<file path="config.mk">
export PLATFORM = sky130hd
export DESIGN_NAME = dut_uart_rx
export DESIGN_NICKNAME = d
export VERILOG_FILES = /design/src/rtl/dut_uart_pkg.sv /design/src/rtl/dut_uart_rx_tick.sv /design/src/rtl/dut_uart_rx.sv
export SDC_FILE = /design/constraint.sdc
export NUM_CORES = 1
export LEC_CHECK = 0
export ABC_AREA = 0
export CAP_MARGIN = 40
export CORE_ASPECT_RATIO = 0.7
export CORE_UTILIZATION = 48
export CTS_BUF_LIST = sky130_fd_sc_hd__clkbuf_16
export DETAILED_ROUTE_END_ITERATION = 12
export GPL_TIMING_DRIVEN = 0
export PLACE_DENSITY_LB_ADDON = 0.15
export SYNTH_ARGS = -nofsm -noshare
export SYNTH_HDL_FRONTEND = slang
export SYNTH_HIERARCHICAL = 1
export SYNTH_SLANG_ARGS = --single-unit
</file>
<file path="constraint.sdc">
create_clock -name clk -period 2.95 [get_ports clk]
set_input_delay 0.59 -clock clk [delete_from_list [all_inputs] [get_ports clk]]
set_output_delay 0.59 -clock clk [all_outputs]
set_load 0.01 [all_outputs]
</file>
<file path="src/rtl/dut_uart_pkg.sv">
// Shared constants, state encoding and divider helper for the dut_uart_rx receiver.
// Optional 8E1 framing is enabled with DUT_RX_PARITY_EN.
package dut_uart_pkg;

  localparam int   DATA_BITS  = 8;
  localparam logic IDLE_LEVEL = 1'b1;

  typedef logic [2:0] state_t;

  localparam state_t S_IDLE   = 3'd0;
  localparam state_t S_START  = 3'd1;
  localparam state_t S_DATA   = 3'd2;
`ifdef DUT_RX_PARITY_EN
  localparam state_t S_PARITY = 3'd3;
`endif
  localparam state_t S_STOP   = 3'd4;
  localparam state_t S_BREAK  = 3'd5;

  // Clocks per oversample tick, rounded to nearest and never below 1.
  function automatic int calc_div(input int clk_hz, input int baud, input int os);
    int den;
    int d;
    den = baud * os;
    d   = (clk_hz + den / 2) / den;
    return (d < 1) ? 1 : d;
  endfunction

endpackage

</file>
<file path="src/rtl/dut_uart_rx_tick.sv">
// Oversample tick generator: counts 0..DIV-1, tick on DIV-1, held at 0 while clr_i.
module dut_uart_rx_tick #(
  parameter int DIV = 8
) (
  input  logic clk,
  input  logic rstn,
  input  logic clr_i,
  output logic tick_o
);

  localparam int CW = (DIV > 1) ? $clog2(DIV) : 1;
  localparam logic [CW-1:0] CNT_LAST = CW'(DIV - 1);

  logic [CW-1:0] cnt_q;

  assign tick_o = (cnt_q == CNT_LAST);

  always_ff @(posedge clk or negedge rstn) begin
    if (!rstn) begin
      cnt_q <= '0;
    end else if (clr_i || tick_o) begin
      cnt_q <= '0;
    end else begin
      cnt_q <= cnt_q + 1'b1;
    end
  end

endmodule

</file>
<file path="src/rtl/dut_uart_rx.sv">
// Oversampling UART receiver (8N1, or 8E1 when DUT_RX_PARITY_EN is defined) with
// start-glitch rejection, framing/overrun flags and a valid/ready byte output.
//
// state  | meaning
// IDLE   | line idle, waiting for rxs low
// START  | half-bit wait, confirm start bit still low
// DATA   | sample 8 data bits LSB first, one per bit period
// PARITY | sample even-parity bit (DUT_RX_PARITY_EN only)
// STOP   | sample stop bit at mid-bit, deliver or flag framing error
// BREAK  | line held low after a bad stop bit, wait for it to go high
module dut_uart_rx
  import dut_uart_pkg::*;
#(
  parameter int CLK_FREQ_HZ = 100000000,
  parameter int BAUD        = 115200,
  parameter int OVERSAMPLE  = 16
) (
  input  logic                 clk,
  input  logic                 rstn,
  input  logic                 rxd_i,
  output logic [DATA_BITS-1:0] data_o,
  output logic                 valid_o,
  input  logic                 ready_i,
  output logic                 frame_err_o,
  output logic                 overrun_o,
  output logic                 busy_o
`ifdef DUT_RX_PARITY_EN
  ,
  output logic                 parity_err_o
`endif
);

  localparam int DIV = calc_div(CLK_FREQ_HZ, BAUD, OVERSAMPLE);
  localparam int SW  = $clog2(OVERSAMPLE);
  localparam logic [SW-1:0] SAMP_HALF = SW'(OVERSAMPLE / 2 - 1);
  localparam logic [SW-1:0] SAMP_LAST = SW'(OVERSAMPLE - 1);
  localparam logic [2:0]    BIT_LAST  = 3'(DATA_BITS - 1);

  logic [1:0]           sync_q;
  logic                 rxs;
  logic                 tick;
  logic                 tick_clr;
  logic                 deliver;
  logic                 hs;

  state_t               state_q, state_d;
  logic [SW-1:0]        samp_q, samp_d;
  logic [2:0]           bit_q, bit_d;
  logic [DATA_BITS-1:0] shift_q, shift_d;
  logic [DATA_BITS-1:0] data_q, data_d;
  logic                 valid_q, valid_d;
  logic                 ferr_q, ferr_d;
  logic                 ovr_q, ovr_d;
`ifdef DUT_RX_PARITY_EN
  logic                 par_bad_q, par_bad_d;
  logic                 perr_q, perr_d;
`endif

  assign rxs      = sync_q[1];
  assign tick_clr = (state_q == S_IDLE);
  assign hs       = valid_q & ready_i;

  dut_uart_rx_tick #(.DIV(DIV)) u_tick (
    .clk    (clk),
    .rstn   (rstn),
    .clr_i  (tick_clr),
    .tick_o (tick)
  );

  always_comb begin
    state_d = state_q;
    samp_d  = samp_q;
    bit_d   = bit_q;
    shift_d = shift_q;
    data_d  = data_q;
    valid_d = valid_q;
    ovr_d   = ovr_q;
    ferr_d  = 1'b0;
    deliver = 1'b0;
`ifdef DUT_RX_PARITY_EN
    par_bad_d = par_bad_q;
    perr_d    = 1'b0;
`endif

    case (state_q)
      S_IDLE: begin
        samp_d = '0;
        bit_d  = '0;
`ifdef DUT_RX_PARITY_EN
        par_bad_d = 1'b0;
`endif
        if (!rxs) state_d = S_START;
      end
      S_START: begin
        if (tick) begin
          if (samp_q == SAMP_HALF) begin
            samp_d  = '0;
            state_d = rxs ? S_IDLE : S_DATA;
          end else begin
            samp_d = samp_q + 1'b1;
          end
        end
      end
      S_DATA: begin
        if (tick) begin
          if (samp_q == SAMP_LAST) begin
            samp_d  = '0;
            shift_d = {rxs, shift_q[DATA_BITS-1:1]};
            bit_d   = bit_q + 3'd1;
            if (bit_q == BIT_LAST) begin
`ifdef DUT_RX_PARITY_EN
              state_d = S_PARITY;
`else
              state_d = S_STOP;
`endif
            end
          end else begin
            samp_d = samp_q + 1'b1;
          end
        end
      end
`ifdef DUT_RX_PARITY_EN
      S_PARITY: begin
        if (tick) begin
          if (samp_q == SAMP_LAST) begin
            samp_d  = '0;
            state_d = S_STOP;
            if (rxs != ^shift_q) begin
              par_bad_d = 1'b1;
              perr_d    = 1'b1;
            end
          end else begin
            samp_d = samp_q + 1'b1;
          end
        end
      end
`endif
      S_STOP: begin
        if (tick) begin
          if (samp_q == SAMP_LAST) begin
            samp_d = '0;
            if (rxs) begin
              // Leave at mid stop bit so a following start edge is not missed.
              state_d = S_IDLE;
`ifdef DUT_RX_PARITY_EN
              deliver = !par_bad_q;
`else
              deliver = 1'b1;
`endif
            end else begin
              ferr_d  = 1'b1;
              state_d = S_BREAK;
            end
          end else begin
            samp_d = samp_q + 1'b1;
          end
        end
      end
      S_BREAK: begin
        if (rxs) state_d = S_IDLE;
      end
      default: state_d = S_IDLE;
    endcase

    // A delivery in a handshake cycle replaces the byte and keeps any pending overrun.
    if (deliver) begin
      if (!valid_q || ready_i) begin
        data_d  = shift_q;
        valid_d = 1'b1;
      end else begin
        ovr_d = 1'b1;
      end
    end else if (hs) begin
      valid_d = 1'b0;
      ovr_d   = 1'b0;
    end
  end

  always_ff @(posedge clk or negedge rstn) begin
    if (!rstn) begin
      sync_q  <= {2{IDLE_LEVEL}};
      state_q <= S_IDLE;
      samp_q  <= '0;
      bit_q   <= '0;
      shift_q <= '0;
      data_q  <= '0;
      valid_q <= 1'b0;
      ferr_q  <= 1'b0;
      ovr_q   <= 1'b0;
`ifdef DUT_RX_PARITY_EN
      par_bad_q <= 1'b0;
      perr_q    <= 1'b0;
`endif
    end else begin
      sync_q  <= {sync_q[0], rxd_i};
      state_q <= state_d;
      samp_q  <= samp_d;
      bit_q   <= bit_d;
      shift_q <= shift_d;
      data_q  <= data_d;
      valid_q <= valid_d;
      ferr_q  <= ferr_d;
      ovr_q   <= ovr_d;
`ifdef DUT_RX_PARITY_EN
      par_bad_q <= par_bad_d;
      perr_q    <= perr_d;
`endif
    end
  end

  assign data_o      = data_q;
  assign valid_o     = valid_q;
  assign frame_err_o = ferr_q;
  assign overrun_o   = ovr_q;
  assign busy_o      = (state_q != S_IDLE);
`ifdef DUT_RX_PARITY_EN
  assign parity_err_o = perr_q;
`endif

endmodule

</file>
==> run summary, run 1 <==
Crit path to -> busy_o
Async S/R FF share, synth -> 100%
Post-cts repair resize count -> 0
Skew-Pair Late Insertion Delay -> 0.28 ns
Crit path time final -> 2.51 ns
Headroom to the max-slew limit -> 46.5%
Post-synth top flop -> dfrtp_1
Remaining global-route overflow -> 0
CTS tree -> done
Worst slew pin tran -> 0.803 ns
Clock sinks -> 37
Reg2reg path depth -> 6
TritonCTS buffer count -> 5
Reg power frac -> 50.5%
Post-synth EDFFs -> 0
Detailed Route WL -> 3470 µm
P&R area growth vs syn -> 19.0%
DIE AREA -> 0.00402 mm²
DRT antenna net count -> 0
Vias in the first global route -> 1210
Main area contributors after synthesis -> dfrtp_1 48%, mux2_4 6.6%, mux2_2 5.6%
Reg2reg end -> shift_q[6]
RSZ-0062 raised after global routing -> false
Post-Syn Area per Cell -> 11.8 µm²
Placer's final routability congestion estimate -> 0.806
Tightest Hold Check Type -> register to register
Layout net count -> 184
Crit path from -> state_q[2]
CP Class -> register to output port
M3 GR Usage -> 4.57%
Sw Pwr -> 197 µW
CP required -> 2.36 ns
Grt met1 use -> 27.0%
Leak Pwr -> 0.00106 µW
Final Hold Fails -> 0
Share of layout cells above drive strength 1 -> 19.9%
Grt peak-use layer -> met2
Die Y -> 53.4 µm
Ys Warns -> 6
Synth area leader -> dfrtp_1
GR Util All Layers -> 20.1%
Post-CTS Hold Fix Bufs -> 0
Post-synthesis sequential area ratio -> 51.3%
Crit-path max FO -> 10
Clock power frac -> 48.2%
Comb pwr share -> 1.3%
Syn Inst Count -> 153
Internal -> 817 µW
Switching share of power -> 19.5%
Vias per cell -> 5.54
Mapped Area -> 0.00181 mm²
Setup tns final -> 0 ns
# DRC -> 0
Flops & latches, synth -> 37
DRT iter0 DRCs -> 90
H-tree Lvls -> 2
Outcome -> completed
First-pass GRT wire length -> 5790 µm
Synth unique cells -> 43
Top cell type's share of synthesized area -> 48.4%
Max_cap viols -> 0
Period utilization -> 85.2%
Antenna Cells -> 0
Input/output buffers -> 15
DRT Pass-1 Iters -> 4
Reg2reg start -> u_tick/cnt_q[1]
Final Cell Area -> 0.00215 mm²
Initial Util -> 50.8%
Worst Clk Skew -> 0.00597 ns
Largest net degree at the start of global routing -> 38
CTS max path bufs -> 2
Core area -> 0.00356 mm²
Post-CTS Setup Repair Bufs -> 0
Placed Area -> 0.00202 mm²
CP endpoint kind -> output port
Die width -> 75.4 µm
Ports -> 16
Slew Limit Fails -> 0
Syn_nets -> 162
Peak Freq -> 0.398 GHz
Hpwl dp -> 2330 µm
Critical path startpoint category -> register
FF-to-FF setup slack -> 0.85 ns
Root Buffer -> clkbuf_16
Power Density -> 471 mW/mm²
Detailed-route wire length per cell -> 15.4 µm
Vias -> 1251
Antenna violations before repair -> 0
Setup violators final -> 0
VDD IR max -> 0.000398 V
Rows -> 18
Crit path DAT -> 1.92 ns
FILL cells -> 313
M2 GR Usage -> 31.8%
Reg clk slew, reported paths -> 0.06 ns
==> metal layers <==
layer	wire length, µm	up-vias
li1	-	601
met1	1580	605
met5	0	-
met4	19	0
met3	190	3
met2	1680	42
==> cell usage after synthesis (all sizes together), types with 2 or more instances <==
cell     count
nand3        8
nor2        14
mux2        17
xor2         3
ha           5
o21ai        4
nand2        8
and4         2
a21oi        7
a2111oi      2
buf          4
dfstp        2
clkbuf       3
inv          4
and3b        2
maj3         2
a22o         6
nand2b       4
nand4        3
a41o         2
or3          2
dfrtp       35
==> cell usage in the layout, fill, tap and decap left out, types with 2 or more instances in the layout <==
| cell type | n |
|---|---|
| clkbuf_16 | 5 |
| ha_1 | 5 |
| buf_2 | 4 |
| mux2_4 | 8 |
| a21oi_1 | 6 |
| a41o_1 | 2 |
| clkbuf_1 | 3 |
| clkdlybuf4s50_1 | 14 |
| nand3_1 | 7 |
| dfrtp_1 | 35 |
| inv_1 | 6 |
| o21ai_0 | 4 |
| nor2_1 | 14 |
| a22o_1 | 6 |
| mux2_2 | 9 |
| nand2_1 | 8 |
| a2111oi_0 | 2 |
| xor2_1 | 3 |
| maj3_1 | 2 |
| dfstp_2 | 2 |
| and3b_1 | 2 |
| or3_1 | 2 |
| nand4_1 | 2 |
| nand2b_1 | 3 |
==> state kept, by name (all words and copies together), names as in the netlist <==
signal	count
bit_q	3
data_o	8
frame_err_o	1
overrun_o	1
samp_q	4
shift_q	8
state_q	3
sync_q	2
u_tick/cnt_q	6
valid_o	1
==> area by class of cell <==
type / instances / area (µm²) / share of cell area [%]
Sequential cell: 37 / 928 / 43.1
Inverter: 4 / 15.0 / 0.698
Clock inverter: 3 / 11.3 / 0.523
Timing Repair Buffer: 15 / 145 / 6.74
Buffer: 7 / 37.5 / 1.74
Clock buffer: 5 / 125 / 5.81
Tap cell: 50 / 62.6 / 2.91
Multi-Input combinational cell: 105 / 827 / 38.4
==> worst min path at each step <==
stage | endpoint | startpoint | depth (start not counted) | slack [ns]
final | sync_q[1] | sync_q[0] | 0 | 0.35
after global routing | sync_q[1] | sync_q[0] | 0 | 0.37
after CTS | sync_q[1] | sync_q[0] | 0 | 0.36
after detailed placement | sync_q[1] | sync_q[0] | 0 | 0.35
after global placement | sync_q[1] | sync_q[0] | 0 | 0.35
after floorplan | bit_q[0] | rstn | 0 | 0.29
==> power by group through the flow <==
stage	registers, µW	logic (µW)	clock network (µW)
6_report	513	13.5	489
5_1_grt	512	16.3	526
4_1_cts	512	14.5	496
3_5_place_dp	521	14.5	0
3_3_place_gp	521	14.7	0
2_1_floorplan	521	0.808	0
==> kinds of logic (layout without fill, tap and decap cells) <==
kind of cell             Yosys count  in the layout  share of synthesized area (%)
buffers and inverters             11             34                           2.91
AO/OA/AOI/OAI                     28             28                           11.1
adder cells (fa/ha/maj)            7              7                           4.57
XOR/XNOR                           4              4                           1.94
flip-flops                        37             37                           51.3
AND/OR/NAND/NOR                   49             49                           15.8
multiplexers                      17             17                           12.2
==> metrics by stage <==
step | util (%) | worst slack [ns] | total power, µW | hold WS [ns] | std cells
final | 60.5 | 0.436 | 1010 | 0.354 | 226
after global routing | 60.5 | 0.343 | 1050 | 0.366 | 226
after CTS | 60.5 | 0.435 | 1020 | 0.355 | 226
after detailed placement | 56.6 | 0.744 | 536 | 0.347 | 218
after floorplan | - | 1.13 | 522 | 0.294 | 153
after global placement | 56.8 | 0.472 | 536 | 0.346 | 218
==> worst max-delay path, cell delays in order (launching register included) <==
cell	delay (ns)
dfrtp_1	0.47
clkbuf_1	0.26
or3_1	0.42
clkdlybuf4s50_1	0.50
No activity file was read; power rests on OpenSTA's default activity.
==> inputs of run 2 (changes only) <==
clock period = 2.4 ns   (was 2.95 ns; I/O delays follow)
==> run summary, run 2 (synthesized netlist as in run 1, its figures left out) <==
Headroom to the max-slew limit -> 46.6% (was 46.5%)
Post-CTS Hold Fix Bufs -> 0 (unchanged)
Worst path max stage delay -> 0.56 ns (was 0.50 ns)
Power Density -> 582 mW/mm² (was 471 mW/mm²)
Crit path DAT -> 1.78 ns (was 1.92 ns)
Setup tns final -> 0 ns (unchanged)
DIE AREA -> 0.00402 mm² (unchanged)
Tightest Hold Check Type -> primary input to asynchronous set/reset pin (was register to register)
Peak Freq -> 0.442 GHz
Setup violators final -> 0 (unchanged)
Largest net degree at the start of global routing -> 38 (unchanged)
Vias per cell -> 5.54 (about the same)
GR Util All Layers -> 20.0% (was 20.1%)
Leak Pwr -> 0.00106 µW (about the same)
Initial Util -> 50.8% (unchanged)
Vias -> 1240 (was 1251)
Root Buffer -> clkbuf_16 (unchanged)
Commonest non-fill, non-tap cell in the layout -> dfrtp_1 (unchanged)
Detailed Route WL -> 3430 µm (was 3470 µm)
Crit path time final -> 2.26 ns
Share of layout cells above drive strength 1 -> 20.1% (was 19.9%)
VDD IR max -> 0.000491 V (was 0.000398 V)
Hpwl dp -> 2330 µm (unchanged)
CP required -> 1.92 ns (was 2.36 ns)
Post-CTS Setup Repair Bufs -> 0 (unchanged)
Rows -> 18 (unchanged)
Crit-path max FO -> 17 (was 10)
Most frequent cells in the layout -> 35 x dfrtp_1, 14 x nor2_1, 14 x clkdlybuf4s50_1, 9 x mux2_2 (unchanged)
Crit path cell chain -> or3_1 -> clkdlybuf4s50_1 (was clkbuf_1 -> or3_1 -> clkdlybuf4s50_1)
Final Cell Area -> 0.00214 mm² (was 0.00215 mm²)
Remaining global-route overflow -> 0 (unchanged)
RSZ-0062 raised after global routing -> false (unchanged)
Placed Area -> 0.00202 mm² (unchanged)
Placed Cells -> 218 (unchanged)
P&R area growth vs syn -> 18.6% (was 19.0%)
Slew Limit Fails -> 0 (unchanged)
Critical path startpoint category -> register (unchanged)
Detailed-route wire length per cell -> 15.3 µm (was 15.4 µm)
DRT iter0 DRCs -> 85 (was 90)
Period utilization -> 94.4%
H-tree Lvls -> 2 (unchanged)
Critical-path top delay cell -> dfrtp_1 (was clkdlybuf4s50_1)
Worst setup margin -> 0.135 ns (was 0.436 ns)
DRT Pass-1 Iters -> 4 (unchanged)
Post-place setup slack -> 0.304 ns (was 0.744 ns)
CTS tree -> done (unchanged)
Final Hold Fails -> 0 (unchanged)
Input/output buffers -> 15 (unchanged)
Die width -> 75.4 µm (unchanged)
Ports -> 16 (unchanged)
CP endpoint kind -> output port (unchanged)
Antenna violations before repair -> 0 (unchanged)
# DRC -> 0 (unchanged)
Worst slew pin tran -> 0.801 ns (was 0.803 ns)
Antenna Cells -> 0 (unchanged)
Reg clk slew, reported paths -> 0.06 ns (about the same)
Vias in the first global route -> 1198 (was 1210)
Worst Clk Skew -> 0.00655 ns (was 0.00597 ns)
Clock sinks -> 37 (unchanged)
Die Y -> 53.4 µm (unchanged)
Outcome -> completed (unchanged)
Skew-Pair Late Insertion Delay -> 0.28 ns (about the same)
First-pass GRT wire length -> 5740 µm (was 5790 µm)
DRT antenna net count -> 0 (unchanged)
TritonCTS buffer count -> 5 (unchanged)
Cell family with the largest share of critical-path delay -> flip-flops (was buffers and inverters)
Core area -> 0.00356 mm² (unchanged)
CP Class -> register to output port (unchanged)
Buf/Inv on CP -> 1 (was 2)
Placer's final routability congestion estimate -> 0.806 (unchanged)
Layout net count -> 182 (was 184)
Hold WS -> 0.291 ns (was 0.354 ns)
CTS max path bufs -> 2 (unchanged)
Final cell count without fillers -> 224 (was 226)
Max_cap viols -> 0 (unchanged)
==> run 2: worst paths after layout <==
check / from / endpoint / slack (ns) / cells after the start
hold reg to reg: sync_q[0] / sync_q[1] / 0.35 / 0
setup / recovery: state_q[2] / busy_o / 0.14 / 2
hold / removal: rstn / u_tick/cnt_q[3] / 0.29 / 1
setup reg to reg: u_tick/cnt_q[1] / shift_q[6] / 0.30 / 6
max in group asynchronous: rstn / shift_q[4] / 1.59 / 1
min in group clk: sync_q[0] / sync_q[1] / 0.35 / 0
==> run 2: what timing repair did <==
item / in CTS / in global routing
cloned: 0 / 0
gates resized for setup: 0 / 0
endpoints found under the setup margin: 1 / 1
==> run 2: report_power, final <==
part,switching (µW),internal [µW],leakage [µW]
sequential,2.42,628,0.000495
combinational,12.6,3.97,0.000487
clock,228,373,0.0000738
total,243,1000,0.00106
==> run 2: worst reg2reg max path, stage by stage, from the launching register on <==
cell     delay, ns
dfrtp_1       0.41
inv_1         0.08
ha_1          0.15
and4_1        0.22
buf_2         0.21
nand4_1       0.47
mux2_2        0.45
==> run 2: layout make-up <==
class                      count  area (µm²)
tap                           50        62.6
buffer                         5        30.0
clock inverter                 3        11.3
timing repair buffer          15         145
fill                         313        1410
clock buffer                   5         125
multi-input combinational    105         827
sequential                    37         928
inverter                       4        15.0
==> run 2: routing by layer <==
metal,routed length (µm),track usage [%],up-vias
li1,-,-,595
met1,1580,26.5,607
met2,1650,31.3,31
met3,148,4.95,7
met4,51,8.02,0
met5,0,0,-
==> run 2: stage by stage <==
stage	utilization [%]	total power (µW)
6_report	60.3	1250
5_1_grt	60.3	1300
4_1_cts	60.4	1260
3_5_place_dp	56.6	658
3_3_place_gp	56.8	659
2_1_floorplan	-	641
==> inputs of run 3 (changes only) <==
--- a/config.mk
+++ b/config.mk
@@ -16,4 +16,3 @@
 export SYNTH_ARGS = -nofsm -noshare
 export SYNTH_HDL_FRONTEND = slang
-export SYNTH_HIERARCHICAL = 1
 export SYNTH_SLANG_ARGS = --single-unit
==> constraint.sdc (replaced) <==
create_clock -name clk -period 2.4 [get_ports clk]
set_input_delay 0.48 -clock clk [delete_from_list [all_inputs] [get_ports clk]]
set_output_delay 0.48 -clock clk [all_outputs]
set_load 0.02 [all_outputs]
==> run summary, run 3 <==
Critical path startpoint category -> register (unchanged)
CTS max path bufs -> 2 (unchanged)
Period utilization -> 95.4% (was 94.4%)
Hpwl dp -> 2420 µm (was 2330 µm)
GR Util All Layers -> 19.0% (was 20.0%)
Mapped Area -> 0.00187 mm² (was 0.00181 mm²)
Input/output buffers -> 15 (unchanged)
Setup violators final -> 0 (unchanged)
Antenna violations before repair -> 0 (unchanged)
Syn_nets -> 164 (was 162)
Most frequent cells in the layout -> 35 x dfrtp_1, 17 x mux2_2, 14 x clkdlybuf4s50_1, 9 x nor2_1, 7 x nand2_1 (was 35 x dfrtp_1, 14 x nor2_1, 14 x clkdlybuf4s50_1, 9 x mux2_2)
CP required -> 1.92 ns (about the same)
Layout net count -> 186 (was 182)
Register area -> 928 µm² (unchanged)
DIE AREA -> 0.00415 mm² (was 0.00402 mm²)
VDD IR max -> 0.000430 V (was 0.000491 V)
Final Hold Fails -> 0 (unchanged)
Max_cap viols -> 0 (unchanged)
Reg clk slew, reported paths -> 0.05 ns (was 0.06 ns)
RSZ-0062 raised after global routing -> false (unchanged)
Outcome -> completed (unchanged)
Power Density -> 564 mW/mm² (was 582 mW/mm²)
Slew Limit Fails -> 0 (unchanged)
Synth unique cells -> 52 (was 43)
Post-CTS Hold Fix Bufs -> 0 (unchanged)
M3 GR Usage -> 5.00% (was 4.95%)
Rows -> 18 (unchanged)
Setup tns final -> 0 ns (unchanged)
Syn Inst Count -> 155 (was 153)
Remaining global-route overflow -> 0 (unchanged)
Clock sinks -> 37 (unchanged)
Top cell type's share of synthesized area -> 46.9% (was 48.4%)
Post-Syn Area per Cell -> 12.1 µm² (was 11.8 µm²)
Placer's final routability congestion estimate -> 0.876 (was 0.806)
Ys Warns -> 0 (was 6)
Ports -> 16 (unchanged)
Vias -> 1297 (was 1240)
Initial Util -> 51.6% (was 50.8%)
First-pass GRT wire length -> 5880 µm (was 5740 µm)
Detailed-route wire length per cell -> 15.2 µm (was 15.3 µm)
CTS tree -> done (unchanged)
Post-synthesis sequential area ratio -> 49.7% (was 51.3%)
Crit-path max FO -> 7 (was 17)
Async S/R FF share, synth -> 100% (unchanged)
Crit path cell chain -> or2_4 -> nor2_4 -> inv_2 -> clkdlybuf4s50_1 (was or3_1 -> clkdlybuf4s50_1)
Worst path max stage delay -> 0.54 ns (was 0.56 ns)
Tightest Hold Check Type -> primary input to asynchronous set/reset pin (unchanged)
Grt met1 use -> 26.8% (was 26.5%)
CP Class -> register to output port (unchanged)
Peak Freq -> 0.437 GHz (was 0.442 GHz)
Main area contributors after synthesis -> dfrtp_1 47%, mux2_2 10%, ha_1 3.3% (was dfrtp_1 48%, mux2_4 6.6%, mux2_2 5.6%)
CP endpoint kind -> output port (unchanged)
Root Buffer -> clkbuf_16 (unchanged)
Worst Clk Skew -> 0.00552 ns (was 0.00655 ns)
DRT antenna net count -> 0 (unchanged)
P&R area growth vs syn -> 18.8% (was 18.6%)
TritonCTS buffer count -> 5 (unchanged)
Post-synth top flop -> dfrtp_1 (unchanged)
Critical-path top delay cell -> clkdlybuf4s50_1 (was dfrtp_1)
Commonest non-fill, non-tap cell in the layout -> dfrtp_1 (unchanged)
Headroom to the max-slew limit -> 46.3% (was 46.6%)
Antenna Cells -> 0 (unchanged)
Detailed Route WL -> 3470 µm (was 3430 µm)
Largest net degree at the start of global routing -> 38 (unchanged)
Core area -> 0.00363 mm² (was 0.00356 mm²)
Synth area leader -> dfrtp_1 (unchanged)
Commonest cells in the netlist -> 35 x dfrtp_1, 17 x mux2_2, 9 x nor2_1 (was 35 x dfrtp_1, 14 x nor2_1, 9 x mux2_2)
Crit path time final -> 2.29 ns (was 2.26 ns)
Flops & latches, synth -> 37 (unchanged)
Die width -> 76.6 µm (was 75.4 µm)
# DRC -> 0 (unchanged)
Worst slew pin tran -> 0.805 ns (was 0.801 ns)
Crit path DAT -> 1.81 ns (was 1.78 ns)
DRT Pass-1 Iters -> 5 (was 4)
Footprint of the multi-input gates -> 856 µm² (was 827 µm²)
FILL cells -> 288 (was 313)
Post-layout total power -> 1250 µW (about the same)
Vias in the first global route -> 1196 (was 1198)
Post-synth EDFFs -> 0 (unchanged)
Vias per cell -> 5.69 (was 5.54)
H-tree Lvls -> 2 (unchanged)
Most frequent cell after synthesis -> dfrtp_1 (unchanged)
Share of layout cells above drive strength 1 -> 27.5% (was 20.1%)
Leak Pwr -> 0.00103 µW (was 0.00106 µW)
M2 GR Usage -> 27.3% (was 31.3%)
Grt peak-use layer -> met2 (unchanged)
DRT iter0 DRCs -> 44 (was 85)
Skew-Pair Late Insertion Delay -> 0.27 ns (was 0.28 ns)
Die Y -> 54.2 µm (was 53.4 µm)
## run 3: final cells by class
type,instances,share of cell area [%]
Buffer,9,3.04
Timing Repair Buffer,15,6.54
Inverter,6,1.01
Clock inverter,3,0.620
Multi-Input combinational cell,103,38.5
Tap cell,50,2.82
Sequential cell,37,41.8
Clock buffer,5,5.63
## run 3: final timing paths
check | cells past startpoint | endpoint | slack [ns] | startpoint
worst max-delay path | 4 | busy_o | 0.11 | state_q[1]
worst min-delay path | 1 | state_q[2] | 0.30 | rstn
worst max register to register | 6 | bit_q[1] | 0.47 | samp_q[0]
worst min register to register | 0 | sync_q[1] | 0.36 | sync_q[0]
max in group asynchronous | 1 | bit_q[2] | 1.59 | rstn
min in group clk | 0 | sync_q[1] | 0.36 | sync_q[0]
## run 3: critical path, delay by kind of cell (launching register included)
| kind | cells | cell delay, ns |
|---|---|---|
| buffers and inverters | 2 | 0.62 |
| and+or+nand+nor | 2 | 0.46 |
| DFF | 1 | 0.46 |
## run 3: layer usage
layer / vias up / share of wire [%]
met4: 0 / 2.2
met1: 626 / 50
li1: 613 / -
met2: 42 / 43
met3: 16 / 4.6
met5: - / 0
## run 3: report_power, final
part | switching [µW] | internal [µW] | leakage [µW]
Sequential | 0.391 | 627 | 0.000495
Combinational | 15.4 | 4.46 | 0.000460
Clock | 229 | 376 | 0.0000748
## run 3: cell families after synthesis
kind of cell	after synthesis	synth area share (%)
compound gates	27	11.0
xor+xnor	7	3.28
fa+ha+maj	6	3.88
buf+inv	15	4.82
flops	37	49.7
mux	20	12.4
simple gates	43	14.9
## run 3: repair_timing
item / in CTS / in global routing
endpoints found under the setup margin: 0 / 1
buffers inserted: 0 / 0
gates resized for setup: 0 / 1
## run 3: metrics by stage
stage                     utilization, %  area [µm²]  std cells  setup slack, ns  hold WS, ns
after floorplan                        -        1870        155            0.625        0.184
after global placement              57.4        2080        220            0.109        0.349
after detailed placement            57.3        2080        220            0.354        0.350
after CTS                           61.1        2220        228           0.0558        0.330
after global routing                61.2        2220        228           0.0547        0.359
final                               61.2        2220        228            0.110        0.296
